## src/rtl/param_function_generator.sv

```systemverilog
// param_function_generator
// DDS-style function generator: a phase accumulator feeds a waveform shaper
// (saw up/down, triangle, square with duty threshold, optional noise) followed
// by a power-of-two attenuator and an output register for the board DAC path.
//
// Build option:
//   FG_NOISE_EN - when defined, mode 4 outputs the top bits of a 16-bit
//                 Fibonacci LFSR (taps 16,14,13,11). When undefined, mode 4
//                 outputs 0 and no LFSR is built.
//
// Frequency load handshake (single rule for the whole block):
//   ld_freq is a one-cycle strobe with no back-pressure. On any edge where
//   ld_freq = 1 (enabled or not), freq_in is captured into a pending register
//   and freq_pending rises. The pending word moves into the active frequency
//   register only on an enabled edge that carries out of the accumulator
//   (phase wrap), or on the next enabled edge if the active frequency is 0
//   (a wrap could never occur). A strobe on the same edge as an apply refills
//   pending and keeps freq_pending high; back-to-back strobes before a wrap
//   overwrite pending, so only the newest word is applied.

module param_function_generator #(
    parameter int                 DATA_W     = 8,
    parameter int                 PHASE_W    = 16,
    parameter logic [PHASE_W-1:0] RESET_FREQ = '0
) (
    input  logic               clk,
    input  logic               rst,
    input  logic               en,
    input  logic [PHASE_W-1:0] freq_in,
    input  logic               ld_freq,
    input  logic [2:0]         mode,
    input  logic [DATA_W-1:0]  duty,
    input  logic [1:0]         amp_sel,
    output logic [DATA_W-1:0]  wave_out,
    output logic               wrap_out,
    output logic               freq_pending
);

    // Waveform select encodings.
    localparam logic [2:0] MODE_SAW_UP   = 3'd0;
    localparam logic [2:0] MODE_SAW_DOWN = 3'd1;
    localparam logic [2:0] MODE_TRIANGLE = 3'd2;
    localparam logic [2:0] MODE_SQUARE   = 3'd3;
    localparam logic [2:0] MODE_NOISE    = 3'd4;

    localparam logic [DATA_W-1:0] ALL_ONES = '1;

    // Accumulator and frequency registers.
    logic [PHASE_W-1:0] phase;
    logic [PHASE_W-1:0] freq_reg;
    logic [PHASE_W-1:0] pending;
    logic [PHASE_W:0]   sum;
    logic               carry;
    logic               apply;

    // Shaper signals.
    logic [DATA_W-1:0]  p;
    logic [DATA_W-1:0]  p_dbl;
    logic [DATA_W-1:0]  shape;
    logic [DATA_W-1:0]  noise_sample;

    // Next accumulator value with the carry kept as an extra bit.
    assign sum   = {1'b0, phase} + {1'b0, freq_reg};
    assign carry = sum[PHASE_W];

    // A pending word is applied at a wrap, or straight away when the active
    // frequency is zero and the accumulator would otherwise never wrap.
    assign apply = en && freq_pending && (carry || (freq_reg == '0));

    // Top DATA_W bits of the phase drive the shaper; the doubled value is the
    // triangle ramp (its top bit is dropped, so the peak is all-ones minus 1).
    assign p     = phase[PHASE_W-1 -: DATA_W];
    assign p_dbl = {p[DATA_W-2:0], 1'b0};

`ifdef FG_NOISE_EN
    logic [15:0] lfsr;
    logic        lfsr_fb;

    // Fibonacci feedback for x^16 + x^14 + x^13 + x^11 + 1.
    assign lfsr_fb = lfsr[15] ^ lfsr[13] ^ lfsr[12] ^ lfsr[10];

    // LFSR advances on every enabled edge; the non-zero seed keeps it out of
    // the lock-up state.
    always_ff @(posedge clk or posedge rst) begin
        if (rst) begin
            lfsr <= 16'hACE1;
        end else if (en) begin
            lfsr <= {lfsr[14:0], lfsr_fb};
        end
    end

    assign noise_sample = lfsr[15 -: DATA_W];
`else
    assign noise_sample = '0;
`endif

    // Waveform shaper working on the pre-increment phase.
    always_comb begin
        shape = '0;
        case (mode)
            MODE_SAW_UP:   shape = p;
            MODE_SAW_DOWN: shape = ~p;
            MODE_TRIANGLE: shape = phase[PHASE_W-1] ? ~p_dbl : p_dbl;
            MODE_SQUARE:   shape = (p < duty) ? ALL_ONES : '0;
            MODE_NOISE:    shape = noise_sample;
            default:       shape = '0;
        endcase
    end

    // Phase accumulator, output sample register and wrap pulse.
    always_ff @(posedge clk or posedge rst) begin
        if (rst) begin
            phase    <= '0;
            wave_out <= '0;
            wrap_out <= 1'b0;
        end else if (en) begin
            phase    <= sum[PHASE_W-1:0];
            wave_out <= shape >> amp_sel;
            wrap_out <= carry;
        end else begin
            wrap_out <= 1'b0;
        end
    end

    // Frequency load handshake: capture on strobe, apply at wrap.
    always_ff @(posedge clk or posedge rst) begin
        if (rst) begin
            freq_reg     <= RESET_FREQ;
            pending      <= '0;
            freq_pending <= 1'b0;
        end else begin
            if (apply) begin
                freq_reg <= pending;
            end
            if (ld_freq) begin
                pending      <= freq_in;
                freq_pending <= 1'b1;
            end else if (apply) begin
                freq_pending <= 1'b0;
            end
        end
    end

endmodule

```

## config.mk

```make
export PLATFORM = sky130hd
export DESIGN_NAME = param_function_generator
export DESIGN_NICKNAME = d
export VERILOG_FILES = /design/src/rtl/param_function_generator.sv
export SDC_FILE = /design/constraint.sdc
export NUM_CORES = 1
export LEC_CHECK = 0
export CELL_PAD_IN_SITES_DETAIL_PLACEMENT = 1
export CELL_PAD_IN_SITES_GLOBAL_PLACEMENT = 2
export CORE_UTILIZATION = 25
export CTS_CLUSTER_SIZE = 28
export DETAILED_ROUTE_END_ITERATION = 8
export PLACE_DENSITY = 0.7
export RECOVER_POWER = 50
export SLEW_MARGIN = 20
export SYNTH_ARGS = -nofsm -noshare
export SYNTH_HDL_FRONTEND = slang
export SYNTH_SLANG_ARGS = --single-unit
```

## constraint.sdc

```tcl
create_clock -name clk -period 3.3 [get_ports clk]
set_clock_uncertainty 0.2 [all_clocks]
set_input_delay 0.66 -clock clk [delete_from_list [all_inputs] [get_ports clk]]
set_output_delay 0.66 -clock clk [all_outputs]
set_load 0.01 [all_outputs]
```

==> flow_summary.toml, run 1 <==
[run_status]
outcome = "completed"

[power]
clkPwrFrac_pct = 23.0
power.internal_w = 0.00249
total_power_w = 0.00424
peakVddDrop_mv = 0.328
power.sequential.fraction_pct = 28.5
netSwitchingPower_w = 0.00175
power.static_leakage_nw = 2.05
p_sw_share_pct = 41.2
power_per_standard_cell_area_mw_per_mm2 = 863
power.share.combinational_pct = 48.5

[placement]
place.port_buffers = 42
post_detailed_placement_half_perimeter_wirelength_mm = 8.07
globalplace.congestion = 0.823

[sta]
worst_slew_pin_slew_ps = 1040
timing.final.setup_violations = 0
fin_hold_viols = 0
fin_crit_ps = 2890
timing.max_slew.rel_slack_pct = 30.7
rsz0062_at_grt = "false"
setup_tns_ps = 0
post-route-period-util_pct = 87.6
slew_violations = 0
timing.fmax_mhz = 346

[cts]
post_cts_buffers = 0
ctsResizeCount = 0
cts_tree = "done"
number_of_buffers_inserted_by_hold_repair_at_cts = 0
clock_tree.buffer_depth = 2
ctsHtreeMaxLevel = 3
cts_num_sinks = 58
tritoncts.num_buffers = 9
cts-root-buf = "sky130_fd_sc_hd__clkbuf_16"
clk_pin_slew_worst_setup_hold_paths_ps = 60
worst_skew_pair.late_latency_ps = 330

[floorplanning]
start_util_pct = 25.9
row_count = 45
number_of_primary_i_o_pins = 43
dieArea_mm2 = 0.0164
floorplan.die.width_um = 128
placeableCoreArea_mm2 = 0.0153
die-height_um = 128

[layout]
nets = 522
layout.cells.most_common = "sky130_fd_sc_hd__dfrtp_1"
antenna_cells_inserted = 0
layout-drive-gt1-share_pct = 14.3
layout-area-overhead-vs-synth_pct = 24.0
layout.cells.most_common_list = "58 x sky130_fd_sc_hd__dfrtp_1, 48 x sky130_fd_sc_hd__nor2_1, 39 x sky130_fd_sc_hd__clkdlybuf4s50_1"
finish.utilization_pct = 32.1

[routing]
drt_iter0_drc = 99
wl_mm = 10.8
tritonroute_pass_1_iters = 4
drt-wirelength-per-cell_um = 15.9
detail_route.drc_violations = 0
vias = 3352
via_per_inst = 4.92
antenna_violating_nets_post_route = 0

[grt]
overall_track_demand_over_capacity_in_global_routing_pct = 13.8
antenna_found_initial = 0
gr-usage-met2_pct = 23.6
highest_utilization_routing_layer_at_the_global_route_stage = "met2"
gr-usage-met1_pct = 17.6
maximum_number_of_pins_on_one_net_before_global_route_repair = 33
gr-usage-met3_pct = 3.01
grt.overflow.total = 0
number_of_global_route_vias_before_repair = 3434
wire_length_of_the_first_global_routing_pass_mm = 17.6

[synthesis]
synth_enable_flop_cells = 0
netlist_instances = 425
yosysUniqueCellTypes = 63
yosysWarningCount = 0
avgSynthCellArea_um2 = 9.32
leading_register_cell_type_out_of_synthesis = "sky130_fd_sc_hd__dfrtp_1"
synth-seq-area-share_pct = 36.6
postSynthRegisterBits = 58
syn_nets = 482
synth_async_sr_flop_share_pct = 100
synthesized_cell_area_mm2 = 0.00396

[critical_path]
worstSetupPathType = "reg -> reg"
cp_data_arrival_time_ps = 2910
worst-endpoint-required_ps = 3320
critPathLaunchType = "register"
regToRegSetupSlack_ps = 410
critPathCaptureType = "register"
timing.critical_path.fanout_max = 15

[hold_path]
min_delay_worst_type = "reg -> reg"

[flow_run]
max_cap_violation_count = 0
[through the flow]
| stage | std cells | hold slack, ps | setup WS [ps] | area, um2 |
|---|---|---|---|---|
| 4_1_cts | 681 | 291 | 392 | 4930 |
| 2_1_floorplan | 425 | 260 | 794 | 3960 |
| 6_report | 681 | 279 | 410 | 4910 |
| 3_5_place_dp | 665 | 279 | 417 | 4620 |
| 5_1_grt | 681 | 313 | 186 | 4910 |
| 3_3_place_gp | 665 | 264 | 356 | 4620 |
[per-layer routing]
| layer | part of all wire, % | wire length [um] |
|---|---|---|
| met1 | 47 | 5120 |
| met2 | 48 | 5180 |
| met3 | 3.7 | 398 |
| met4 | 1.1 | 114 |
| met5 | 0 | 0 |
[final cells by class]
class	instances	area, um2
well taps	211	264
repair buffers	52	489
clock buffers	12	267
clock inverters	4	48.8
multi-input cells	308	2260
flip-flops and latches	58	1450
inverters	36	135
fillers	1786	10400
[worst max-delay path, stage by stage (launching register included)]
cell	delay, ps
sky130_fd_sc_hd__dfrtp_1	410
sky130_fd_sc_hd__ha_1	220
sky130_fd_sc_hd__fa_1	440
sky130_fd_sc_hd__a211o_1	340
sky130_fd_sc_hd__and3_4	200
sky130_fd_sc_hd__o2111ai_2	250
sky130_fd_sc_hd__nand2_2	310
sky130_fd_sc_hd__a221oi_1	410
[synth_stat cells, types with 4 or more instances]
cell | n | share of area, %
sky130_fd_sc_hd__mux2_2 | 23 | 6.5
sky130_fd_sc_hd__a221oi_2 | 10 | 3.8
sky130_fd_sc_hd__nand2b_1 | 4 | 0.63
sky130_fd_sc_hd__o311ai_0 | 4 | 0.88
sky130_fd_sc_hd__o21ai_0 | 16 | 2.0
sky130_fd_sc_hd__nor2_1 | 48 | 4.5
sky130_fd_sc_hd__clkbuf_1 | 13 | 1.2
sky130_fd_sc_hd__o211ai_1 | 4 | 0.76
sky130_fd_sc_hd__nand2_1 | 29 | 2.7
sky130_fd_sc_hd__inv_1 | 34 | 3.2
sky130_fd_sc_hd__a221oi_1 | 5 | 1.1
sky130_fd_sc_hd__xnor2_1 | 16 | 3.5
sky130_fd_sc_hd__a21o_1 | 6 | 1.1
sky130_fd_sc_hd__a211o_1 | 5 | 1.1
sky130_fd_sc_hd__o22ai_1 | 4 | 0.63
sky130_fd_sc_hd__xor2_1 | 4 | 0.88
sky130_fd_sc_hd__a21oi_1 | 25 | 3.2
sky130_fd_sc_hd__nand3_1 | 11 | 1.4
sky130_fd_sc_hd__o221ai_1 | 6 | 1.3
sky130_fd_sc_hd__buf_2 | 6 | 0.76
sky130_fd_sc_hd__a211oi_1 | 6 | 1.1
sky130_fd_sc_hd__dfrtp_1 | 58 | 37
sky130_fd_sc_hd__nor4_1 | 4 | 0.63
sky130_fd_sc_hd__ha_1 | 23 | 7.3
[cell families after synthesis]
kind of cell | after synthesis | share of synthesized area (%)
AO/OA/AOI/OAI | 118 | 23.2
adder cells (fa/ha/maj) | 24 | 7.77
XOR/XNOR | 20 | 4.42
flip-flops | 58 | 36.6
multiplexers | 26 | 7.30
AND/OR/NAND/NOR | 120 | 14.3
buffers and inverters | 59 | 6.35
[worst paths after layout]
kind / start / endpoint / depth (start not counted)
min: wave_out[7] / wave_out[7] / 2
min in group asynchronous: rst / pending[2] / 2
max in group asynchronous: rst / phase[12] / 3
min reg2reg: wave_out[7] / wave_out[7] / 2
max: freq_reg[0] / freq_reg[13] / 7
max reg2reg: freq_reg[0] / freq_reg[13] / 7
[power groups by stage]
stage | sequential [W] | combinational [W] | clock (W)
floorplan | 0.00114 | 0.00157 | 0
global placement | 0.00121 | 0.00200 | 0
detailed placement | 0.00122 | 0.00206 | 0
CTS | 0.00121 | 0.00207 | 0.00100
global route | 0.00124 | 0.00230 | 0.00104
finish | 0.00121 | 0.00206 | 0.000977
No activity file was read; power rests on OpenSTA's default activity.
==> run 2: changes to the inputs <==
--- a/config.mk
+++ b/config.mk
@@ -9,6 +9,5 @@
 export CELL_PAD_IN_SITES_GLOBAL_PLACEMENT = 2
-export CORE_UTILIZATION = 25
-export CTS_CLUSTER_SIZE = 28
+export CORE_UTILIZATION = 36
 export DETAILED_ROUTE_END_ITERATION = 8
-export PLACE_DENSITY = 0.7
+export PLACE_DENSITY = 0.91
 export RECOVER_POWER = 50
==> constraint.sdc (replaced) <==
create_clock -name clk -period 3.3 [get_ports clk]
set_clock_uncertainty 0.2 [all_clocks]
set_input_delay 0.33 -clock clk [delete_from_list [all_inputs] [get_ports clk]]
set_output_delay 0.33 -clock clk [all_outputs]
set_load 0.01 [all_outputs]
==> flow_summary.toml, run 2 (synthesis gave the netlist of run 1 again) <==
[sta]
setup_tns_ps = 0
timing.final.setup_violations = 0
timing.max_slew.rel_slack_pct = 20.6
rsz0062_at_grt = "false"
final.hold.worst_slack_ps = 293
fin_hold_viols = 0
timing.fmax_mhz = 351
fin_crit_ps = 2850
post-route-period-util_pct = 86.4
worst_slew_pin_slew_ps = 1190
slew_violations = 0

[power]
netSwitchingPower_w = 0.00172
peakVddDrop_mv = 0.377
power.share.combinational_pct = 49.6
power.internal_w = 0.00235
power.static_leakage_nw = 2.00
power_per_standard_cell_area_mw_per_mm2 = 858
p_sw_share_pct = 42.3
clkPwrFrac_pct = 20.6
power.sequential.fraction_pct = 29.8

[routing]
detail_route.drc_violations = 0
antenna_violating_nets_post_route = 0
tritonroute_pass_1_iters = 4
via_per_inst = 5.58
vias = 3377
drt-wirelength-per-cell_um = 17.1
wl_mm = 10.3
drt_iter0_drc = 168

[critical_path]
critPathLaunchType = "register"
timing.critical_path.fanout_max = 15
critPathCaptureType = "register"
worstSetupPathType = "reg -> reg"
worst-endpoint-required_ps = 3340
cp_data_arrival_time_ps = 2890

[floorplanning]
die-height_um = 107
floorplan.die.width_um = 107
row_count = 37
dieArea_mm2 = 0.0114
number_of_primary_i_o_pins = 43
placeableCoreArea_mm2 = 0.0105
start_util_pct = 37.7

[hold_path]
min_delay_worst_type = "reg -> reg"

[flow_run]
max_cap_violation_count = 0

[placement]
post_detailed_placement_half_perimeter_wirelength_mm = 7.71
globalplace.congestion = 0.793
place.port_buffers = 42

[cts]
clock_tree.buffer_depth = 2
clk_pin_slew_worst_setup_hold_paths_ps = 80
cts_tree = "done"
post_cts_buffers = 0
tritoncts.num_buffers = 9
cts-root-buf = "sky130_fd_sc_hd__clkbuf_8"
number_of_buffers_inserted_by_hold_repair_at_cts = 0
ctsResizeCount = 0
ctsHtreeMaxLevel = 3
cts_num_sinks = 58
worst_skew_pair.late_latency_ps = 340

[grt]
gr-usage-met3_pct = 3.65
number_of_global_route_vias_before_repair = 3505
wire_length_of_the_first_global_routing_pass_mm = 17.2
grt.overflow.total = 0
gr-usage-met1_pct = 23.4
highest_utilization_routing_layer_at_the_global_route_stage = "met2"
overall_track_demand_over_capacity_in_global_routing_pct = 19.2
maximum_number_of_pins_on_one_net_before_global_route_repair = 24
gr-usage-met2_pct = 34.4
antenna_found_initial = 0

[layout]
antenna_cells_inserted = 0
nets = 521
layout.cells.most_common_list = "58 x sky130_fd_sc_hd__dfrtp_1, 48 x sky130_fd_sc_hd__nor2_1, 40 x sky130_fd_sc_hd__clkdlybuf4s50_1"
layout-drive-gt1-share_pct = 13.9
layout-area-overhead-vs-synth_pct = 19.8
layout.cells.most_common = "sky130_fd_sc_hd__dfrtp_1"

[run_status]
outcome = "completed"
-- run 2: path summary, 6_finish.rpt --
check	from	endpoint	slack, ps	depth (start not counted)
worst max-delay path	freq_reg[0]	freq_reg[14]	450	7
worst min-delay path	wave_out[7]	wave_out[7]	290	2
worst max register to register	freq_reg[0]	freq_reg[14]	450	7
worst min register to register	wave_out[7]	wave_out[7]	290	2
max in group asynchronous	rst	phase[14]	1020	3
min in group asynchronous	rst	pending[11]	340	2
-- run 2: stage by stage --
stage          instances  utilization [%]  cell area [um2]  power [W]  setup WS, ps
6_report             605             45.1             4740    0.00407           450
3_3_place_gp         589             42.9             4500    0.00314           565
3_5_place_dp         589             42.9             4500    0.00325           455
5_1_grt              605             45.1             4740    0.00440           294
2_1_floorplan        425                -             3960    0.00271           794
4_1_cts              605             45.2             4750    0.00411           432
-- run 2: final cells by class --
class | count | area [um2]
Fill cell | 1214 | 5760
Multi-Input combinational cell | 308 | 2260
Timing Repair Buffer | 51 | 480
Sequential cell | 58 | 1450
Inverter | 36 | 135
Clock inverter | 7 | 125
Tap cell | 136 | 170
Clock buffer | 9 | 124
-- run 2: metal layers --
metal,vias up,part of all wire [%]
li1,1634,-
met1,1663,45
met2,70,50
met3,10,3.7
met4,0,0.95
met5,-,0
-- run 2: worst max-delay path, stage by stage (launching register included) --
cell	delay (ps)
sky130_fd_sc_hd__dfrtp_1	410
sky130_fd_sc_hd__ha_1	220
sky130_fd_sc_hd__fa_1	430
sky130_fd_sc_hd__a211o_1	330
sky130_fd_sc_hd__and3_4	200
sky130_fd_sc_hd__o2111ai_2	240
sky130_fd_sc_hd__nand2_2	320
sky130_fd_sc_hd__a221oi_1	390
-- run 2: power by group through the flow --
stage | logic [W] | clock network (W) | registers [W]
after floorplan | 0.00157 | 0 | 0.00114
after global placement | 0.00193 | 0 | 0.00121
after detailed placement | 0.00202 | 0 | 0.00123
after CTS | 0.00203 | 0.000864 | 0.00122
after global routing | 0.00226 | 0.000884 | 0.00125
final | 0.00202 | 0.000837 | 0.00121
==> run 3: changes to the inputs <==
Settings changed: CORE_UTILIZATION 36 to 35, PLACE_DENSITY 0.91 to 0.89, SKIP_CTS_REPAIR_TIMING set to 1.
==> flow_summary.toml, run 3 (synthesis gave the netlist of run 1 again) <==
[grt]
overall_track_demand_over_capacity_in_global_routing_pct = 19.6
wire_length_of_the_first_global_routing_pass_mm = 17.8
number_of_global_route_vias_before_repair = 3561
maximum_number_of_pins_on_one_net_before_global_route_repair = 27
antenna_found_initial = 0
grt.overflow.total = 0

[routing]
highest-signal-layer = "met4"
via_per_inst = 5.52
route.met2.wl_mm = 5.06
vias = 3365
detail_route.drc_violations = 0
routed-wl-met3_um = 329
wl_mm = 10.5
antenna_violating_nets_post_route = 0
drt_iter0_drc = 157
drt-wirelength-per-cell_um = 17.2
drt-met1-wl_mm = 4.94
tritonroute_pass_1_iters = 4

[power]
power_per_standard_cell_area_mw_per_mm2 = 882
peakVddDrop_mv = 0.374
power.static_leakage_nw = 2.04

[floorplanning]
start_util_pct = 36.2
placeableCoreArea_mm2 = 0.0109
floorplan.die.width_um = 108
number_of_primary_i_o_pins = 43
row_count = 38
die-height_um = 108
dieArea_mm2 = 0.0117

[layout]
antenna_cells_inserted = 0
layout.cells.most_common_list = "58 x sky130_fd_sc_hd__dfrtp_1, 48 x sky130_fd_sc_hd__nor2_1, 40 x sky130_fd_sc_hd__clkdlybuf4s50_1"
layout-drive-gt1-share_pct = 13.8
multiInputGateArea_mm2 = 0.00226
nets = 522
layout.cells.non_filler = 610
layout.cells.most_common = "sky130_fd_sc_hd__dfrtp_1"
layout-area-overhead-vs-synth_pct = 21.9
fillerInstances = 1278
ff_latch_area_mm2 = 0.00145

[sta]
timing.fmax_mhz = 353
timing.final.setup_violations = 0
worst_slew_pin_slew_ps = 1250
slew_violations = 0
rsz0062_at_grt = "false"
post-route-period-util_pct = 85.9
fin_hold_viols = 0
fin_crit_ps = 2830
setup_tns_ps = 0
timing.max_slew.rel_slack_pct = 17.0

[cts]
ctsHtreeMaxLevel = 3
cts-root-buf = "sky130_fd_sc_hd__clkbuf_16"
worst_skew_pair.late_latency_ps = 340
tritoncts.num_buffers = 9
clock_tree.buffer_depth = 2
cts_tree = "done"
clk_pin_slew_worst_setup_hold_paths_ps = 60
cts_num_sinks = 58

[critical_path]
timing.critical_path.fanout_max = 15
cp_data_arrival_time_ps = 2860
worst-endpoint-required_ps = 3330
critPathCaptureType = "register"
critPathLaunchType = "register"
worstSetupPathType = "reg -> reg"

[placement]
place.port_buffers = 42
post_detailed_placement_half_perimeter_wirelength_mm = 7.66
globalplace.congestion = 0.818
place.detailed.instances = 594

[run_status]
outcome = "completed"

[hold_path]
min_delay_worst_type = "reg -> reg"

[flow_run]
max_cap_violation_count = 0
run 3: cell count changes in the layout (fill, tap and decap cells not counted), sizes merged:
cell	previous run	this run
clkbuf	11	12
clkinvlp	0	1
bufinv	3	2
buf	7	8
inv	36	35
run 3: worst max-delay path: stages, from the launching register on:
cell	delay, ps
sky130_fd_sc_hd__dfrtp_1	410
sky130_fd_sc_hd__ha_1	230
sky130_fd_sc_hd__fa_1	430
sky130_fd_sc_hd__a211o_1	330
sky130_fd_sc_hd__and3_4	200
sky130_fd_sc_hd__o2111ai_2	240
sky130_fd_sc_hd__nand2_2	310
sky130_fd_sc_hd__a221oi_1	390
run 3: cell type report:
| type | instances | area share [%] |
|---|---|---|
| Multi-Input combinational cell | 308 | 46.8 |
| Sequential cell | 58 | 30.1 |
| Timing Repair Buffer | 52 | 10.1 |
| Clock buffer | 10 | 4.74 |
| Tap cell | 140 | 3.63 |
| Inverter | 36 | 2.80 |
| Clock inverter | 6 | 1.87 |
run 3: routing by layer:
layer,vias up,GRT usage [%]
met3,12,3.32
met4,0,6.85
met2,65,33.5
met1,1646,25.0
met5,-,0
li1,1642,-
run 3: worst paths after layout:
path                             start           end  slack [ps]  cells after the start
max reg2reg                freq_reg[0]  freq_reg[12]         470                      7
min in group asynchronous          rst   pending[11]         340                      2
max                        freq_reg[0]  freq_reg[12]         470                      7
min                        wave_out[7]   wave_out[7]         280                      2
max in group asynchronous          rst      phase[9]         980                      3
min reg2reg                wave_out[7]   wave_out[7]         280                      2
run 3: through the flow:
| stage | hold WS [ps] | total power [W] | instance area (um2) | utilization, % | setup WS, ps |
|---|---|---|---|---|---|
| after floorplan | 251 | 0.00271 | 3960 | - | 794 |
| after global placement | 265 | 0.00314 | 4520 | 41.3 | 563 |
| after detailed placement | 276 | 0.00323 | 4520 | 41.3 | 457 |
| after CTS | 98.3 | 0.00428 | 4830 | 44.2 | 415 |
| after global routing | 309 | 0.00460 | 4830 | 44.1 | 227 |
| final | 280 | 0.00426 | 4830 | 44.1 | 465 |
run 3: where the power goes:
part,leakage (nW),internal [W],switching (W)
sequential,0.716,0.000937,0.000282
clock,0.153,0.000663,0.000352
combinational,1.17,0.000903,0.00112
